## src/rtl/ipm_distributed_shiftregister_mc_v2_0_pkg.sv

```systemverilog
// Shared definitions for the distributed shift-register family.
//   MAX_DEPTH_LIMIT  : largest supported latency
//   fill_state_t     : FILL / RUN encodings of the fill FSM
//   calc_addr_width  : buffer address width for a given MAX_DEPTH
package ipm_shiftregister_pkg;

   localparam int MAX_DEPTH_LIMIT = 1024;

   typedef enum logic {
      FILL = 1'b0,
      RUN  = 1'b1
   } fill_state_t;

   // 4 bits for shallow buffers so small configurations share one RAM shape;
   // otherwise ceil(log2(max_depth)), never above log2(MAX_DEPTH_LIMIT).
   function automatic int calc_addr_width(input int max_depth);
      int w;
      if (max_depth <= 16) begin
         return 4;
      end
      w = 0;
      for (int i = 0; i < 10; i++) begin
         if ((1 << i) < max_depth) begin
            w = i + 1;
         end
      end
      return w;
   endfunction

endpackage

```

## src/rtl/ipm_distributed_shiftregister_mc_v2_0_ram.sv

```systemverilog
// Circular buffer storage: synchronous write, asynchronous read.
//   clk   : write clock
//   we    : write enable
//   waddr : write address
//   wdata : write data
//   raddr : read address
//   rdata : read data (combinational from raddr)
// Contents are intentionally not reset.
module ipm_distributed_ram_v1_0 #(
   parameter int WIDTH      = 9,
   parameter int ADDR_WIDTH = 4
) (
   input  logic                  clk,
   input  logic                  we,
   input  logic [ADDR_WIDTH-1:0] waddr,
   input  logic [WIDTH-1:0]      wdata,
   input  logic [ADDR_WIDTH-1:0] raddr,
   output logic [WIDTH-1:0]      rdata
);

   logic [WIDTH-1:0] mem [2**ADDR_WIDTH];

   always_ff @(posedge clk) begin
      if (we) begin
         mem[waddr] <= wdata;
      end
   end

   assign rdata = mem[raddr];

endmodule

```

## src/rtl/ipm_distributed_shiftregister_mc_v2_0.sv

```systemverilog
// Multi-channel programmable delay line built on a circular buffer.
//   clk         : clock, rising edge
//   rst         : asynchronous active-low reset
//   i_aclken    : clock enable; all state and outputs hold when low
//   din         : CHANNELS lanes of DATA_WIDTH bits
//   din_valid   : qualifies din
//   latency     : requested delay in enabled edges (1..MAX_DEPTH)
//   dout        : delayed data (zero while filling)
//   dout_valid  : delayed din_valid, forced low while filling
//   latency_err : one enabled-cycle pulse for a rejected latency request
//
// Fill FSM:
//   state | meaning
//   FILL  | buffer not yet primed for lat_q; dout_valid/dout masked
//   RUN   | dout/dout_valid follow the stored word at wptr - lat_q
import ipm_shiftregister_pkg::*;

module ipm_distributed_shiftregister_mc_v2_0 #(
   parameter  int DATA_WIDTH      = 8,
   parameter  int CHANNELS        = 1,
   parameter  int MAX_DEPTH       = 16,
   parameter  int DEFAULT_LATENCY = 1,
   parameter  int OUT_REG         = 0,
   localparam int ADDR_WIDTH      = calc_addr_width(MAX_DEPTH)
) (
   input  logic                           clk,
   input  logic                           rst,
   input  logic                           i_aclken,
   input  logic [CHANNELS*DATA_WIDTH-1:0] din,
   input  logic                           din_valid,
   input  logic [ADDR_WIDTH:0]            latency,
   output logic [CHANNELS*DATA_WIDTH-1:0] dout,
   output logic                           dout_valid,
   output logic                           latency_err
);

   localparam int                W       = CHANNELS * DATA_WIDTH;
   localparam logic [ADDR_WIDTH:0] MAX_LAT = (ADDR_WIDTH+1)'(MAX_DEPTH);
   localparam logic [ADDR_WIDTH:0] DEF_LAT = (ADDR_WIDTH+1)'(DEFAULT_LATENCY);

   logic [ADDR_WIDTH-1:0] wptr;
   logic [ADDR_WIDTH-1:0] raddr;
   logic [ADDR_WIDTH:0]   lat_q;
   logic [ADDR_WIDTH:0]   fill_cnt;
   fill_state_t           state;
   logic                  lat_bad;
   logic                  lat_new;
   logic [W:0]            rdata;
   logic [W-1:0]          dout_c;
   logic                  dout_valid_c;

   assign lat_bad = (latency == '0) || (latency > MAX_LAT);
   assign lat_new = !lat_bad && (latency != lat_q);

   // lat_q == 2^ADDR_WIDTH truncates to 0 and reads the slot about to be
   // overwritten, which still holds the word from a full wrap ago.
   assign raddr = wptr - lat_q[ADDR_WIDTH-1:0];

   ipm_distributed_ram_v1_0 #(
      .WIDTH      (W + 1),
      .ADDR_WIDTH (ADDR_WIDTH)
   ) u_ram (
      .clk   (clk),
      .we    (i_aclken),
      .waddr (wptr),
      .wdata ({din_valid, din}),
      .raddr (raddr),
      .rdata (rdata)
   );

   always_ff @(posedge clk or negedge rst) begin
      if (!rst) begin
         wptr        <= '0;
         lat_q       <= DEF_LAT;
         fill_cnt    <= '0;
         state       <= FILL;
         latency_err <= 1'b0;
      end else if (i_aclken) begin
         wptr        <= wptr + 1'b1;
         latency_err <= lat_bad;
         if (lat_new) begin
            lat_q    <= latency;
            fill_cnt <= '0;
            state    <= FILL;
         end else if (state == FILL) begin
            if (fill_cnt == lat_q - 1'b1) begin
               state <= RUN;
            end else begin
               fill_cnt <= fill_cnt + 1'b1;
            end
         end
      end
   end

   // Masking by state keeps dout deterministic (zero) while filling and
   // makes reset clear the outputs immediately.
   assign dout_c       = (state == RUN) ? rdata[W-1:0] : '0;
   assign dout_valid_c = (state == RUN) && rdata[W];

   generate
      if (OUT_REG != 0) begin : g_oreg
         always_ff @(posedge clk or negedge rst) begin
            if (!rst) begin
               dout       <= '0;
               dout_valid <= 1'b0;
            end else if (i_aclken) begin
               dout       <= dout_c;
               dout_valid <= dout_valid_c;
            end
         end
      end else begin : g_comb
         assign dout       = dout_c;
         assign dout_valid = dout_valid_c;
      end
   endgenerate

endmodule

```

## config.mk

```make
export PLATFORM = sky130hd
export DESIGN_NAME = ipm_distributed_shiftregister_mc_v2_0
export DESIGN_NICKNAME = d
export VERILOG_FILES = /design/src/rtl/ipm_distributed_shiftregister_mc_v2_0_pkg.sv /design/src/rtl/ipm_distributed_shiftregister_mc_v2_0_ram.sv /design/src/rtl/ipm_distributed_shiftregister_mc_v2_0.sv
export SDC_FILE = /design/constraint.sdc
export NUM_CORES = 1
export LEC_CHECK = 0
export BUFFER_PORTS_ARGS = -buffer_cell sky130_fd_sc_hd__buf_2
export CORE_MARGIN = 2
export CORE_UTILIZATION = 54
export CTS_BUF_LIST = sky130_fd_sc_hd__clkbuf_8
export CTS_CLUSTER_DIAMETER = 50
export DETAILED_ROUTE_END_ITERATION = 8
export PLACE_DENSITY = 0.82
export SLEW_MARGIN = 10
export SYNTH_ARGS = -nofsm -noshare
export SYNTH_HDL_FRONTEND = slang
export SYNTH_SLANG_ARGS = --single-unit
```

## constraint.sdc

```tcl
create_clock -name clk -period 3.6 [get_ports clk]
set_clock_uncertainty 0.05 [all_clocks]
set_input_delay 0.72 -clock clk [delete_from_list [all_inputs] [get_ports clk]]
set_output_delay 0.72 -clock clk [all_outputs]
set_load 0.005 [all_outputs]
```

==> out/metrics.yaml <==
run_status:
  outcome: "finished with violations"
  violations: "negative setup slack"
drt:
  routedWlPerCell_um: 23.9
  drc_errors: 0
  antenna_left: 0
  firstDrtPassIters: 5
  wirelength_um: 14100
  via_per_inst: 6.14
  vias: 3627
  drtIter0Drc: 498
critical_path:
  cp_data_required_time_ns: 2.83
  cp_max_fo: 9
  cp-end-kind: "output port"
  path_buf_inv: 4
  slowest_stage: "fa_2"
  cp-start-kind: "register"
  slowest_delay_ns: 0.64
  path_class: "register to output port"
  path_cells: "ha_4 -> inv_2 -> fa_2 -> buf_6 -> clkbuf_16 -> mux4_2 -> mux2i_2 -> a311oi_2 -> buf_2"
  worstPathArrival_ns: 3.05
  cp_top_family: "adder cells"
place:
  placed_cells: 549
  port_buffers: 26
  hpwl_um: 7710
  gp_congestion: 0.799
synth:
  avgSynthCellArea_um2: 18.6
  yosysMostFrequentCell: "edfxtp_1"
  synth_commonest_cells: "144 x edfxtp_1, 36 x mux4_2, 15 x dfrtp_1"
  synthCells: 363
  yosysTopAreaCell: "edfxtp_1"
  synthFlopType: "edfxtp_1"
  synth_area_leaders: "edfxtp_1 64%, mux4_2 12%, dfrtp_1 5.6%"
  synth_top_area_share: 0.642
  synth-seq-cells: 160
  synth-edff-count: 144
  synth_nets: 390
  synth_area_um2: 6740
  yosysSeqAreaShare: 0.702
  ys_types: 38
  ys_async_sr_fraction: 0.100
  synth_warnings: 0
clock_tree:
  root_buffer: "clkbuf_8"
  cts.sinks: 160
  insertion_delay_ns: 0.45
  ctsHoldBuffers: 0
  htree_levels: 4
  cts_buffers: 17
  clk_pin_slew_ns: 0.09
  cts_tree: "done"
  cts_max_path_buffers: 2
timing:
  rsz0062_at_grt: "true"
  setup_viol: 9
  final_max_slew_viol_count: 0
  worst_slack_ns: -0.216
  setup_tns_ns: -1.68
  hold_viol: 0
  worst_pin_slew_ns: 1.12
  fmax_ghz: 0.262
  min_period_ns: 3.82
  fin_crit_sh: 1.06
  max_slew_margin: 0.251
power:
  peakVddDrop_mv: 0.628
  p_per_area_nw_per_um2: 915
  p_leak_nw: 2.62
final_layout:
  regArea_um2: 4730
  num-nets-final: 437
  fin_cells: 591
  syn_to_final_growth_pct: 16.6
  drive_above_1_share: 0.357
  utilization: 0.648
  multiInputGateArea_um2: 2070
  antenna_cells: 0
  num-fill-cells: 808
global_route:
  gr-total-overflow: 0
  grt_max_degree: 28
  grt_pass1_wl_um: 21000
  grt_pass1_vias: 3701
  grt_usage: 0.221
  antenna_found_initial: 0
floorplan:
  io_pins: 27
  fp.coreArea_um2: 12100
  std_cell_rows: 40
  fp.dieH_um: 116
  start_util: 0.556
  fp.dieArea_um2: 13400
  die_w_um: 116
flow_run:
  drv_cap: 0
worst_hold_path:
  min_path_type: "input pin to asynchronous set/reset pin"
==> final timing paths <==
path / slack, ns / endpoint / from / cells after the start
max: -0.22 / dout[6] / lat_q[0] / 9
min in group clk: 0.44 / latency_err / latency_err / 1
max in group asynchronous: 3.06 / lat_q[0] / rst / 1
min reg2reg: 0.44 / latency_err / latency_err / 1
min: 0.12 / latency_err / rst / 1
max reg2reg: 1.29 / fill_cnt[0] / lat_q[0] / 9
==> layout by cell type, fill, tap and decap left out, types with 2 or more instances in the layout <==
master,n
a21boi_1,5
a221oi_2,6
a221oi_4,3
a311oi_1,4
a311oi_2,6
buf_12,7
buf_2,26
buf_4,9
buf_6,3
clkbuf_16,2
clkbuf_8,17
clkinv_1,2
clkinvlp_4,4
dfrtp_1,15
edfxtp_1,144
ha_1,8
inv_1,5
inv_2,2
inv_6,4
inv_8,2
mux2_2,5
mux2i_1,3
mux2i_2,4
mux2i_4,2
mux4_2,36
nand2_1,14
nand2b_1,5
nand4_1,3
nor2_1,14
nor2b_1,10
nor2b_4,2
nor3_1,3
o211ai_1,3
o21a_1,2
o21ai_1,5
or3_1,5
xnor2_1,12
xor2_1,3
==> report_power, final <==
group | internal [mW] | switching, mW
clock network | 0.564 | 0.709
logic | 1.76 | 1.78
registers | 2.25 | 0.126
total | 4.57 | 2.62
==> state kept, by name, summed over array words and instances (netlist names) <==
name / flops
wptr: 4
state: 1
lat_q: 5
u_ram.mem: 144
latency_err: 1
fill_cnt: 5
==> worst register-to-register path: stages, from the launching register on <==
cell,delay [ns]
dfstp_2,0.57
buf_4,0.15
inv_1,0.05
ha_1,0.22
nor2b_1,0.14
or3_1,0.35
a311oi_1,0.27
buf_4,0.21
o21ai_1,0.08
a21boi_1,0.16
==> per-stage QoR <==
step           setup WS, ns  instance area, um^2  power, mW  hold WS (ns)
2_1_floorplan         0.466                 6740       4.20         0.374
3_3_place_gp          0.257                 7080       4.78         0.412
3_5_place_dp          0.155                 7080       4.85         0.417
4_1_cts              -0.211                 7810       7.03         0.120
5_1_grt              -0.296                 7850       7.47         0.137
6_report             -0.216                 7850       7.18         0.124
==> final cells by class <==
cell class	count	share of cell area
Clock buffer	17	0.0298
Timing Repair Buffer	48	0.0556
Tap cell	168	0.0268
Clock inverter	15	0.0191
Sequential cell	160	0.602
Multi-Input combinational cell	176	0.263
Inverter	7	0.00335
==> layer usage <==
metal	wire length (um)	share of wire	vias up	global-route usage
li1	-	-	1556	-
met3	1240	0.088	27	0.0601
met2	6850	0.48	174	0.343
met4	332	0.023	0	0.0865
met1	5710	0.40	1870	0.302
met5	0	0	-	0
==> logic make-up (layout without fill, tap and decap cells) <==
group | after synthesis | count (layout) | share of synthesized area
AO/OA/AOI/OAI | 37 | 37 | 0.0437
XOR/XNOR | 16 | 16 | 0.0208
adder cells (fa/ha/maj) | 10 | 10 | 0.0197
buffers and inverters | 27 | 87 | 0.0232
flip-flops | 160 | 160 | 0.702
multiplexers | 50 | 50 | 0.142
AND/OR/NAND/NOR | 63 | 63 | 0.0489
==> repair_timing <==
action                                  in CTS  in global routing
resized for setup                           34                 11
endpoints found under the setup margin       9                  9
pin swaps                                   10                  9
cloned                                       3                  2
buffers inserted                             6                  3
(Power assumes the default switching activity.)
